[src/rtl/switch_debounce_sync.sv]
// Switch input conditioner: two-flop synchronizer, per-bit stability counter,
// and a registered change detector that pulses once per update of clean_out.
module switch_debounce_sync #(
    parameter int WIDTH      = 8,
    parameter int STABLE_CNT = 4,
    parameter int CNT_W      = 3
) (
    input  logic             clk,
    input  logic             rst,
    input  logic [WIDTH-1:0] raw_in,
    output logic [WIDTH-1:0] clean_out,
    output logic             changed,
    output logic [WIDTH-1:0] change_mask
);

    localparam logic [CNT_W-1:0] LAST_CNT = CNT_W'(STABLE_CNT - 1);

    logic [WIDTH-1:0] r_sync1;
    logic [WIDTH-1:0] r_sync2;
    logic [CNT_W-1:0] r_cnt [WIDTH];
    logic [WIDTH-1:0] w_commit;

    // A bit commits when it still disagrees after holding for the full count.
    always_comb begin
        w_commit = '0;
        for (int i = 0; i < WIDTH; i++) begin
            w_commit[i] = (r_sync2[i] != clean_out[i]) && (r_cnt[i] == LAST_CNT);
        end
    end

    always_ff @(posedge clk or posedge rst) begin
        if (rst) begin
            r_sync1     <= '0;
            r_sync2     <= '0;
            clean_out   <= '0;
            changed     <= 1'b0;
            change_mask <= '0;
            for (int i = 0; i < WIDTH; i++) begin
                r_cnt[i] <= '0;
            end
        end else begin
            r_sync1 <= raw_in;
            r_sync2 <= r_sync1;
            // Any return to agreement discards the partial count.
            for (int i = 0; i < WIDTH; i++) begin
                if (r_sync2[i] == clean_out[i]) begin
                    r_cnt[i] <= '0;
                end else if (w_commit[i]) begin
                    clean_out[i] <= r_sync2[i];
                    r_cnt[i]     <= '0;
                end else begin
                    r_cnt[i] <= r_cnt[i] + CNT_W'(1);
                end
            end
            change_mask <= w_commit;
            changed     <= |w_commit;
        end
    end

endmodule

[config.mk]
export PLATFORM = sky130hd
export DESIGN_NAME = switch_debounce_sync
export DESIGN_NICKNAME = d
export VERILOG_FILES = /design/src/rtl/switch_debounce_sync.sv
export SDC_FILE = /design/constraint.sdc
export NUM_CORES = 1
export LEC_CHECK = 0
export ABC_AREA = 1
export CAP_MARGIN = 0
export CELL_PAD_IN_SITES_DETAIL_PLACEMENT = 1
export CELL_PAD_IN_SITES_GLOBAL_PLACEMENT = 2
export CORE_MARGIN = 2
export CORE_UTILIZATION = 30
export CTS_CLUSTER_DIAMETER = 120
export DETAILED_ROUTE_END_ITERATION = 8
export PLACE_DENSITY = 0.7
export RECOVER_POWER = 25
export SLEW_MARGIN = 15
export SYNTH_ARGS = -nofsm -noshare
export SYNTH_HDL_FRONTEND = slang
export SYNTH_SLANG_ARGS = --single-unit
[constraint.sdc]
create_clock -name clk -period 2.1 [get_ports clk]
set_input_delay 0.42 -clock clk [delete_from_list [all_inputs] [get_ports clk]]
set_output_delay 0.42 -clock clk [all_outputs]
set_load 0.05 [all_outputs]
==> results of run 1 <==
-- per-stage QoR --
| step | std cells | util, % |
|---|---|---|
| 2_1_floorplan | 201 | - |
| 3_3_place_gp | 324 | 37.27 |
| 3_5_place_dp | 324 | 37.27 |
| 4_1_cts | 339 | 40.11 |
| 5_1_grt | 339 | 39.89 |
| 6_report | 339 | 39.89 |
-- sequential cells by signal (all words and copies together), names as in the netlist --
| name | flops |
|---|---|
| r_sync1 | 8 |
| r_sync2 | 8 |
| r_cnt | 24 |
| clean_out | 8 |
| changed | 1 |
| change_mask | 8 |
-- layer usage --
layer  wire [µm]  track usage (%)  up-vias
met5          16                0        -
met4          84            5.785        2
met3         171            4.944       11
met2        1791            17.71       28
met1        1632            13.02      663
li1            -                -      684
-- layout make-up --
class | count | area (µm²) | share of cell area [%]
clock buffer | 12 | 155.1 | 5.662
tap | 96 | 120.1 | 4.384
timing repair buffer | 27 | 265.3 | 9.680
multi-input combinational | 108 | 598.1 | 21.83
sequential | 57 | 1426 | 52.05
inverter | 36 | 135.1 | 4.932
clock inverter | 3 | 40.04 | 1.461
-- worst max path at each step --
stage | depth (start not counted) | from | slack, ns | end
final | 1 | clean_out[2] | 0.16 | clean_out[2]
after global routing | 3 | rst | 0.08 | r_cnt[10]
after CTS | 1 | clean_out[2] | 0.13 | clean_out[2]
after detailed placement | 1 | clean_out[3] | 0.50 | clean_out[3]
after global placement | 1 | clean_out[2] | 0.53 | clean_out[2]
after floorplan | 1 | rst | 0.28 | change_mask[0]
-- synthesized netlist by cell type --
cell type and n:
ha_1 8, nor3_2 2, nor2_2 1, nand2_2 1
nand3_2 5, inv_1 36, nand2_1 49, nor2_1 18
o21ai_0 8, dfrtp_1 57, nor3_1 6, nand3_1 3
nor2_4 7
-- power by group --
part / internal, mW / leakage (nW) / total (mW) / switching (mW)
combinational: 0.387 / 0.574 / 1.17 / 0.778
clock: 0.602 / 0.102 / 1.00 / 0.403
sequential: 1.34 / 0.727 / 1.47 / 0.130
-- logic make-up (layout without fill, tap and decap cells) --
group / after synthesis / in the layout
compound gates: 8 / 8
fa+ha+maj: 8 / 8
flops: 57 / 57
simple gates: 92 / 92
buf+inv: 36 / 78
==> flow_summary.yaml, run 1 <==
placement:
  gp_congestion: 0.7226
  placed_area_um2: 2560
  dp_slack_ns: 0.4954
  port_buffers: 26
  dp.final_hpwl_mm: 2.645
worst_hold_path:
  min_to: "r_sync2[6]"
  hp-start: "r_sync1[6]"
  hold_path.class: "flop to flop"
  holdPathStages: 0
floorplan:
  start_util_pct: 31.44
  core_area_um2: 6869
  fp.dieH_um: 88.85
  die_area_um2: 7893
  io_pins: 27
  die_w_um: 88.85
  row_count: 30
yosys:
  muxShareOfSynthArea_pct: 0
  syn_area_per_cell_um2: 10.74
  synth_top_family_by_area: "simple AND/OR/NAND/NOR gates"
  yosysSeqAreaShare_pct: 66.05
  yosysUniqueCellTypes: 13
  synth_xor_area_share_pct: 0
  synth_cells: 201
  synth_fa_ha_area_share_pct: 4.635
  netlist_area_um2: 2160
  yosys.area_share.simple_pct: 21.21
  synth_top_area_share_pct: 66.05
  syn_nets: 219
  synth_area_leader_cell: "dfrtp_1"
  synth_compound_area_share_pct: 1.854
  synth_seq_cells: 57
  yosys-top-cells-area: "dfrtp_1 (66%), nand2_1 (8.5%), inv_1 (6.3%)"
  ys_warn_count: 0
routing:
  wl_per_cell_um: 10.91
  drc: 0
  wirelength_mm: 3.697
  drtPass1Iterations: 4
  vias: 1388
  drtAntennaViolNets: 0
  viasPerCell: 4.094
  drtIter0Drc: 24
cts:
  cts_tree: "yes"
  cts_resized: 0
  cts_buffer_depth: 2
  cts.hold.buffers_added: 0
  postCtsSetupBuffers: 0
  numClockSinks: 57
  cts_max_level: 3
  root_buffer: "clkbuf_8"
  cts_buffers: 9
  insertion_delay_ns: 0.33
  path_clk_slew_ns: 0.06
worst_setup_path:
  cp_max_fo: 3
  cpLargestDelayFamily: "buffers and inverters"
  critPathBufInv: 1
  setup.worst_path.start_class: "flop"
  slowest_delay_ns: 0.81
  r2r-start: "r_cnt[21]"
  path_class: "flop to primary output"
  r2r-end: "changed"
  reg2reg_slack_ns: 0.85
  r2r_cells: 7
  cp.arrival_ns: 1.52
  crit_path_end_kind: "primary output"
  cp_slowest_cell: "clkdlybuf4s50_1"
  crit_required_ns: 1.68
  crit_chain: "clkdlybuf4s50_1"
sta:
  fin_crit_ns: 1.937
  setup_viol: 0
  timing.setup.tns_ns: 0
  post-route-period-util_pct: 92.25
  fin_skew_ns: 0.007643
  clock.fmax_mhz: 516.2
  rsz0062_at_grt: "false"
  max-slew-margin-rel_pct: 7.644
  timing.final.ws_setup_ns: 0.1628
  holdWs_ns: 0.3406
  tightest_slew_ns: 1.385
  hold_viol: 0
  maxSlewViolCount: 0
global_routing:
  grt-ovfl-total: 0
  grt_pass1_vias: 1454
  grt_pass1_wl_mm: 6.513
  antenna_found_initial: 1
  grt_max_degree: 58
  grt_use_total_pct: 11.26
cells_and_area:
  fin_area_um2: 2740
  num-fill-cells: 769
  post_route_cells_drive_above_1_share_pct: 12.76
  syn2layout_area_growth_pct: 26.88
  final_common_cell: "dfrtp_1"
  final_net_count: 257
  final_cell_mix: "dfrtp_1 (57), nand2_1 (49), inv_1 (35)"
  num_antenna_cells: 0
flow_run:
  drv_cap: 0
power_and_ir_drop:
  p_leak_nw: 1.403
  peakVddDrop_uv: 554.6
  powerDensity_nw_per_um2: 1330
  total_power_mw: 3.643
run_status:
  status: "finished, final reports clean"
(Power assumes the default switching activity.)
==> inputs of run 2 (changes only) <==
RECOVER_POWER = 50   (was 25)
==> results of run 2 <==
Final layout, timing and power as in run 1 (identical DEF).
